[src/rtl/mini_bus_ctrl.sv]
// Registered CPU data-bus controller: decodes the address top nibble to one slave,
// runs a select/ack handshake with timeout, and returns a one-cycle completion pulse.
module mini_bus_ctrl #(
    parameter int                        NUM_SLAVES = 5,
    parameter int                        DATA_W     = 32,
    parameter int                        ADDR_W     = 32,
    parameter logic [4*NUM_SLAVES-1:0]   SLAVE_TAGS = {4'hC, 4'h3, 4'h2, 4'h1, 4'h0},
    parameter int                        TIMEOUT    = 15
) (
    input  logic                         clk,
    input  logic                         rst,
    input  logic                         cpu_req,
    input  logic                         cpu_wen,
    input  logic [ADDR_W-1:0]            cpu_addr,
    input  logic [DATA_W-1:0]            cpu_wdata,
    input  logic [DATA_W/8-1:0]          cpu_wstrb,
    output logic                         cpu_ready,
    output logic                         cpu_rvalid,
    output logic [DATA_W-1:0]            cpu_rdata,
    output logic                         cpu_err,
    output logic [NUM_SLAVES-1:0]        s_sel,
    output logic                         s_wen,
    output logic [ADDR_W-1:0]            s_addr,
    output logic [DATA_W-1:0]            s_wdata,
    output logic [DATA_W/8-1:0]          s_wstrb,
    input  logic [NUM_SLAVES*DATA_W-1:0] s_rdata,
    input  logic [NUM_SLAVES-1:0]        s_ack
);

    typedef enum logic [1:0] {IDLE, ACCESS, RESP, ERR} state_t;

    localparam logic [7:0] TO_LAST = 8'(TIMEOUT - 1);

    state_t                  state_q, state_d;
    logic [NUM_SLAVES-1:0]   sel_q, sel_d;
    logic                    wen_q, wen_d;
    logic [ADDR_W-1:0]       addr_q, addr_d;
    logic [DATA_W-1:0]       wdata_q, wdata_d;
    logic [DATA_W/8-1:0]     wstrb_q, wstrb_d;
    logic [DATA_W-1:0]       rdata_q, rdata_d;
    logic [7:0]              cnt_q, cnt_d;

    logic                    hit;
    logic [NUM_SLAVES-1:0]   hit_sel;
    logic                    ack_hit;
    logic [DATA_W-1:0]       ack_data;

    // Scan from the top index down so the lowest matching slice wins.
    always_comb begin
        hit     = 1'b0;
        hit_sel = '0;
        for (int i = NUM_SLAVES - 1; i >= 0; i--) begin
            if (SLAVE_TAGS[4*i +: 4] == cpu_addr[ADDR_W-1 -: 4]) begin
                hit        = 1'b1;
                hit_sel    = '0;
                hit_sel[i] = 1'b1;
            end
        end
    end

    always_comb begin
        ack_data = '0;
        for (int i = 0; i < NUM_SLAVES; i++) begin
            if (sel_q[i]) begin
                ack_data = ack_data | s_rdata[i*DATA_W +: DATA_W];
            end
        end
        ack_hit = |(s_ack & sel_q);
    end

    always_comb begin
        state_d = state_q;
        sel_d   = sel_q;
        wen_d   = wen_q;
        addr_d  = addr_q;
        wdata_d = wdata_q;
        wstrb_d = wstrb_q;
        rdata_d = rdata_q;
        cnt_d   = cnt_q;
        case (state_q)
            IDLE: begin
                if (cpu_req) begin
                    wen_d   = cpu_wen;
                    addr_d  = cpu_addr;
                    wdata_d = cpu_wdata;
                    wstrb_d = cpu_wen ? cpu_wstrb : '0;
                    cnt_d   = '0;
                    if (hit) begin
                        sel_d   = hit_sel;
                        state_d = ACCESS;
                    end else begin
                        rdata_d = '0;
                        state_d = ERR;
                    end
                end
            end
            ACCESS: begin
                // An ack on the final allowed cycle still completes normally.
                if (ack_hit) begin
                    rdata_d = wen_q ? '0 : ack_data;
                    sel_d   = '0;
                    state_d = RESP;
                end else begin
                    cnt_d = cnt_q + 8'd1;
                    if (cnt_q == TO_LAST) begin
                        rdata_d = '0;
                        sel_d   = '0;
                        state_d = ERR;
                    end
                end
            end
            RESP:    state_d = IDLE;
            ERR:     state_d = IDLE;
            default: state_d = IDLE;
        endcase
    end

    always_ff @(posedge clk) begin
        if (rst) begin
            state_q <= IDLE;
            sel_q   <= '0;
            wen_q   <= 1'b0;
            addr_q  <= '0;
            wdata_q <= '0;
            wstrb_q <= '0;
            rdata_q <= '0;
            cnt_q   <= '0;
        end else begin
            state_q <= state_d;
            sel_q   <= sel_d;
            wen_q   <= wen_d;
            addr_q  <= addr_d;
            wdata_q <= wdata_d;
            wstrb_q <= wstrb_d;
            rdata_q <= rdata_d;
            cnt_q   <= cnt_d;
        end
    end

    assign cpu_ready  = (state_q == IDLE);
    assign cpu_rvalid = (state_q == RESP) || (state_q == ERR);
    assign cpu_err    = (state_q == ERR);
    assign cpu_rdata  = rdata_q;
    assign s_sel      = sel_q;
    assign s_wen      = wen_q;
    assign s_addr     = addr_q;
    assign s_wdata    = wdata_q;
    assign s_wstrb    = wstrb_q;

endmodule

[config.mk]
export PLATFORM = sky130hd
export DESIGN_NAME = mini_bus_ctrl
export DESIGN_NICKNAME = d
export VERILOG_FILES = /design/src/rtl/mini_bus_ctrl.sv
export SDC_FILE = /design/constraint.sdc
export NUM_CORES = 1
export LEC_CHECK = 0
export CAP_MARGIN = 20
export CORE_MARGIN = 1.5
export CORE_UTILIZATION = 25
export CTS_CLUSTER_SIZE = 14
export DETAILED_ROUTE_END_ITERATION = 10
export HOLD_SLACK_MARGIN = 0.15
export PLACE_DENSITY = 0.66
export SLEW_MARGIN = 20
export SYNTH_ARGS = -nofsm -noshare
export SYNTH_HDL_FRONTEND = slang
export SYNTH_SLANG_ARGS = --single-unit
export TNS_END_PERCENT = 50
[constraint.sdc]
create_clock -name clk -period 1.7 [get_ports clk]
set_input_delay 0.255 -clock clk [delete_from_list [all_inputs] [get_ports clk]]
set_output_delay 0.255 -clock clk [all_outputs]
set_load 0.02 [all_outputs]
Yosys cells after proc, flatten, opt, wreduce, memory -nomap -nowiden
Index checks and enable logic that the tools add are counted.
{"block": "word_totals", "ff_bits": 116, "input_bits": 237, "output_inout_bits": 109, "word_cells": 73}
{"block": "op_classes", "n_addsub": 1, "n_eq_ne": 13, "n_mux": 35, "bitwise": 5, "reduce_logical": 11}
{"operator": "$mux 32", "n": 10}
{"operator": "$or 32x32->32", "n": 4}
{"operator": "$pmux 32 s2", "n": 1}
{"operator": "$mux 5", "n": 9}
{"operator": "$mux 8", "n": 2}
{"operator": "$pmux 8 s2", "n": 1}
{"operator": "$pmux 5 s2", "n": 1}
{"operator": "$add 8x1->8 const B", "n": 1}
{"operator": "$eq 2x4->1 const A", "n": 2}
{"operator": "$eq 8x4->1 const B", "n": 1}
{"operator": "$mux 2", "n": 4}
{"operator": "$reduce_and 4->1", "n": 2}
{"operator": "$ne 2x2->1 const B", "n": 3}
{"operator": "$pmux 2 s3", "n": 1}
{"operator": "$and 5x5->5", "n": 1}
{"operator": "$mux 1", "n": 5}
{"operator": "$reduce_or 5->1", "n": 1}
{"operator": "$eq 1x4->1 const A", "n": 1}
{"operator": "$eq 2x2->1 const B", "n": 2}
{"operator": "$eq 4x4->1 const A", "n": 1}
{"operator": "$logic_not 4->1", "n": 1}
{"operator": "$mux 4", "n": 1}
{"operator": "$reduce_and 2->1", "n": 2}
{"operator": "$ne 3x3->1 const B", "n": 1}
{"operator": "other kinds (7)", "n": 7}

Longest topological paths before layout
{"block": "logic_depth", "depth_word": 12, "ltp_mapped": 7, "depth_no_buf": 5}

Least setup slack after synthesis
No wires, ideal clock.
{"block": "synth_timing", "kind": "reg2reg", "from": "register sel_q[2] (netlist: s_sel[2])", "to": "register rdata_q[24] (netlist: cpu_rdata[24])", "setup_ns": 0.092, "t_arrival_ns": 1.811, "required_time_ns": 1.608, "path_slack_ns": -0.203, "path_stages_with_launch": 8, "path_buffers": 3, "synth_period_minus_slack_ns": 1.903, "path_cell_list": "dfxtp_1 > clkbuf_1 > a22oi_1 > and2_1 > or4b_1 > clkbuf_1 > buf_2 > o32ai_1"}
{"block": "synth_between", "elab_chain_cells": 8, "word_cells_on_any_way": 12, "cone_classes": "1 x eq/ne; 6 x mux; 3 x bitwise; 2 x reduce/logical"}
{"item": "from (decl)", "line_no": "35", "text": "logic [NUM_SLAVES-1:0] sel_q, sel_d;"}
{"item": "from (signal assigned)", "line_no": "130", "text": "sel_q <= sel_d;"}
{"item": "$mux 32", "line_no": "64", "text": "if (sel_q[i]) begin"}
{"item": "$or 32x32->32", "line_no": "65", "text": "ack_data = ack_data | s_rdata[i*DATA_W +: DATA_W];"}
{"item": "$mux 32", "line_no": "64"}
{"item": "$or 32x32->32", "line_no": "65"}
{"item": "$mux 32", "line_no": "64"}
{"item": "$mux 32", "line_no": "100", "text": "rdata_d = wen_q ? '0 : ack_data;"}
{"item": "$mux 32", "line_no": "99", "text": "if (ack_hit) begin"}
{"item": "$pmux 32 s2", "line_no": "80", "text": "case (state_q)"}
{"item": "to (signal assigned)", "line_no": "135", "text": "rdata_q <= rdata_d;"}
{"item": "to (decl)", "line_no": "40", "text": "logic [DATA_W-1:0] rdata_q, rdata_d;"}
Several ways; a longest one is shown, not always the timed one.
A chain may end at the register's enable or synchronous reset.

Final worst setup path
{"block": "layout_timing", "from": "register cnt_q[7]", "to": "register rdata_q[9] (netlist: cpu_rdata[9])"}
{"block": "layout_between", "elab_chain_cells": 3}
{"item": "from (decl)", "line_no": "41", "text": "logic [7:0] cnt_q, cnt_d;"}
{"item": "from (signal assigned)", "line_no": "136", "text": "cnt_q <= cnt_d;"}
{"item": "$eq 8x4->1", "line_no": "105", "text": "if (cnt_q == TO_LAST) begin"}
{"item": "$ne 3x3->1 (no source line)"}
{"item": "$reduce_and 4->1 (no source line)"}
Every way passes these cells.

==> flow_summary_export.csv <==
group,metric,value,unit
route,dr.pass1.iters,7,
timing,worstMarginPinSlew,404,ps
die,rows,51,
power_and_ir_drop,finalPower,8.35,mW
route,avgRoutedWirePerCell,16.6,um
die,io_pins,346,
power_and_ir_drop,pwr-share-clk,0.448,
synth,synth_area,5040,um^2
synth,synth_compound_area_frac,0.267,
die,core,19600,um^2
cells_and_area,antenna_cells,0,
timing,setup_ws,-91.4,ps
clock_network,cts_buffers,17,
clock_network,clk_pin_slew,50,ps
timing,rsz0062_at_grt,"yes",
synth,ys_warn_count,0,
clock_network,clock_sinks,116,
synth,yosys-top-cells-area,"dfxtp_1, nand2_1, a21oi_1",
synth,yosys.area.top_type,"dfxtp_1",
global_routing,grt_overflow,0,
route,wirelength,20800,um
setup_path,crit_type,"reg2reg",
placement,io_buffers,345,
die,fp.dieW,145,um
cells_and_area,utilization,0.506,
clock_network,cts-root-buf,"clkbuf_16",
global_routing,grt_pass1_vias,5889,
timing,slew_headroom,0.730,
synth,seq_area_frac_synth,0.461,
cells_and_area,final_area,9920,um^2
synth,async_flop_share,0,
global_routing,grt_max_degree,70,
setup_path,arrival,2070,ps
placement,place.gp.congestion,0.824,
synth,synth_edf_count,0,
global_routing,grt_pass1_wl,32200,um
placement,hpwl,15500,um
route,vias_per_cell,4.76,
clock_network,cts_htree_levels,4,
power_and_ir_drop,swShare,0.246,
cells_and_area,nNetsFinal,1214,
power_and_ir_drop,p_seq_frac,0.350,
power_and_ir_drop,power-per-cell-area,842,nW/um^2
die,die_area,21000,um^2
timing,fmax,0.558,GHz
synth,synthMuxAreaShare,0.0102,
power_and_ir_drop,peakVddDrop,0.672,mV
route,drc,0,
placement,place_ws,-473,ps
synth,synth_fp_nets,855,
route,ant_nets,0,
power_and_ir_drop,combPwrFrac,0.203,
outcome,outcome,"finished with violations",
placement,dpl-instance-area,9120,um^2
run,drv_cap,0,
power_and_ir_drop,intPower,6.30,mW
die,die_y,145,um
timing,tns,-2380,ps
setup_path,start_kind,"flip-flop",
synth,synth-xor-area-share,0.00174,
timing,period_needed,1790,ps
die,initial_core_util,0.257,
outcome,violations,"negative setup slack",
synth,yosys.area_share.simple,0.159,
timing,hold_viol,0,
synth,ys_ff_latch,116,
setup_path,end_kind,"flip-flop",
synth,synth_top_cell_area_share,0.461,
power_and_ir_drop,p_leak,3.83,nW
clock_network,clk_latency,410,ps
global_routing,grt.total_usage,0.194,
synth,syn_avg_cell_area,8.18,um^2
cells_and_area,area_growth,96.8,%
synth,dominantRegCellSynth,"dfxtp_1",
power_and_ir_drop,p_sw,2.05,mW
synth,synth_top_family_by_area,"compound AO/OA/AOI/OAI gates",
timing,skew,6.77,ps
synth,syn_inst,616,
clock_network,cts_tree,"built",
route,drtIter0Drc,464,
synth,ys_types,40,
timing,finalMaxSlewViolations,0,
synth,synth_adder_area_share,0.00497,
cells_and_area,layout-drive-gt1-share,0.121,
clock_network,cts_max_path_buffers,2,
timing,setup_viol,33,
global_routing,antenna_found_initial,0,
cells_and_area,n_fill_cell,1832,
min_path,min_path_type,"in2reg",
setup_path,worst_ep_required_time,1980,ps
setup_path,worst-path-max-fanout,33,
route,dr_total_vias,5960,
timing,min_period_over_period,1.05,
## sequential cells by signal, indices dropped and copies added (netlist names)
signal	count
s_wstrb	4
s_wen	1
s_wdata	32
cnt_q	8
state_q	2
s_addr	32
cpu_rdata	32
s_sel	5
## cell usage after synthesis, types with 2 or more instances
| library cell | instances |
|---|---|
| and2_1 | 2 |
| nand3_1 | 8 |
| or4_1 | 2 |
| mux2i_1 | 4 |
| or3_1 | 3 |
| o21ai_0 | 3 |
| nor3_1 | 2 |
| clkbuf_1 | 50 |
| nor4_1 | 3 |
| ha_1 | 2 |
| a221oi_1 | 32 |
| inv_1 | 67 |
| nor2b_1 | 2 |
| or3b_1 | 2 |
| a21oi_1 | 73 |
| nand2_1 | 140 |
| o32ai_1 | 32 |
| nand4_1 | 3 |
| a222oi_1 | 33 |
| a31oi_1 | 2 |
| buf_2 | 6 |
| o31ai_1 | 2 |
| nand2b_1 | 5 |
| dfxtp_1 | 116 |
| nor2_1 | 7 |
## worst max-delay path, stage by stage (launching register included)
cell	delay, ps
dfxtp_1	330
nor4_2	320
nand4_1	250
a311oi_4	390
buf_12	240
o32ai_1	100
## layout by cell type (no fill, tap or decap), types with 3 or more instances in the layout
| master | Yosys | routed |
|---|---|---|
| dfxtp_4 | 0 | 3 |
| dlymetal6s2s_1 | 0 | 5 |
| a222oi_1 | 33 | 33 |
| bufinv_16 | 0 | 3 |
| dfxtp_1 | 116 | 111 |
| dlygate4sd2_1 | 0 | 10 |
| nand3_1 | 8 | 8 |
| a221oi_2 | 0 | 6 |
| buf_12 | 0 | 9 |
| nand4_1 | 3 | 3 |
| buf_4 | 0 | 41 |
| o21ai_0 | 3 | 3 |
| clkbuf_8 | 0 | 3 |
| o32ai_2 | 0 | 7 |
| mux2i_1 | 4 | 4 |
| inv_1 | 67 | 67 |
| clkdlybuf4s50_1 | 0 | 326 |
| nand2_1 | 140 | 140 |
| nor2_1 | 7 | 7 |
| clkbuf_16 | 0 | 18 |
| nand2b_1 | 5 | 5 |
| clkinv_2 | 0 | 3 |
| or3_1 | 3 | 3 |
| a21oi_1 | 73 | 71 |
| a221oi_1 | 32 | 26 |
| o32ai_1 | 32 | 25 |
## through the flow
stage               hold WS [ps]  std cells
floorplan                    390        616
global placement             437       1220
detailed placement           446       1220
CTS                          360       1252
global route                 377       1252
finish                       385       1252
## worst paths after layout
path	from	endpoint	slack, ps	cells after the start
max reg2reg	cnt_q[7]$_SDFFE_PP0P_	cpu_rdata[9]$_SDFFE_PP0P_	-90	5
max	cnt_q[7]$_SDFFE_PP0P_	cpu_rdata[9]$_SDFFE_PP0P_	-90	5
min reg2reg	s_wstrb[3]$_SDFFE_PP0P_	s_wstrb[3]$_SDFFE_PP0P_	450	2
min	cpu_wdata[6]	s_wdata[6]$_SDFFE_PP0P_	390	3
## power by group through the flow
stage / clock network, mW / registers (mW) / logic (mW)
after detailed placement: 0 / 2.98 / 1.67
after global routing: 3.96 / 2.94 / 1.81
after CTS: 3.86 / 2.92 / 1.68
after floorplan: 0 / 3.12 / 0.454
final: 3.74 / 2.92 / 1.69
after global placement: 0 / 2.98 / 1.66
## cell type report
class | instances | area [um^2] | share of cell area
clock buffers | 23 | 499 | 0.0503
clock inverters | 8 | 121 | 0.0122
inverters | 67 | 251 | 0.0254
multi-input cells | 375 | 2410 | 0.243
flip-flops and latches | 116 | 2340 | 0.236
well taps | 265 | 332 | 0.0334
repair buffers | 398 | 3970 | 0.400
## layer usage
metal | GRT usage | vias to the layer above | routed length (um) | part of all wire
met4 | 0.0809 | 0 | 536 | 0.026
met1 | 0.225 | 2785 | 8560 | 0.41
met3 | 0.0553 | 35 | 1320 | 0.063
met5 | 0 | - | 0 | 0
met2 | 0.332 | 210 | 10400 | 0.50
li1 | - | 2930 | - | -
## cells by family (layout without fill, tap and decap cells)
logic type               after synthesis  in the layout
buffers and inverters                125            496
AND/OR/NAND/NOR                      185            185
adder cells (fa/ha/maj)                2              2
multiplexers                           5              5
AO/OA/AOI/OAI                        182            182
flip-flops                           116            116
XOR/XNOR                               1              1
## timing repair
action / 4_1_cts / 5_1_grt
pin swaps: 0 / 7
setup buffers: 0 / 0
endpoints found under the setup margin: 49 / 52
gates cloned: 0 / 0
hold endpoints to repair: 4 / 0
resized for setup: 25 / 31
hold buffers: 1 / 0
Note: power is estimated with default switching activity, not from simulation.
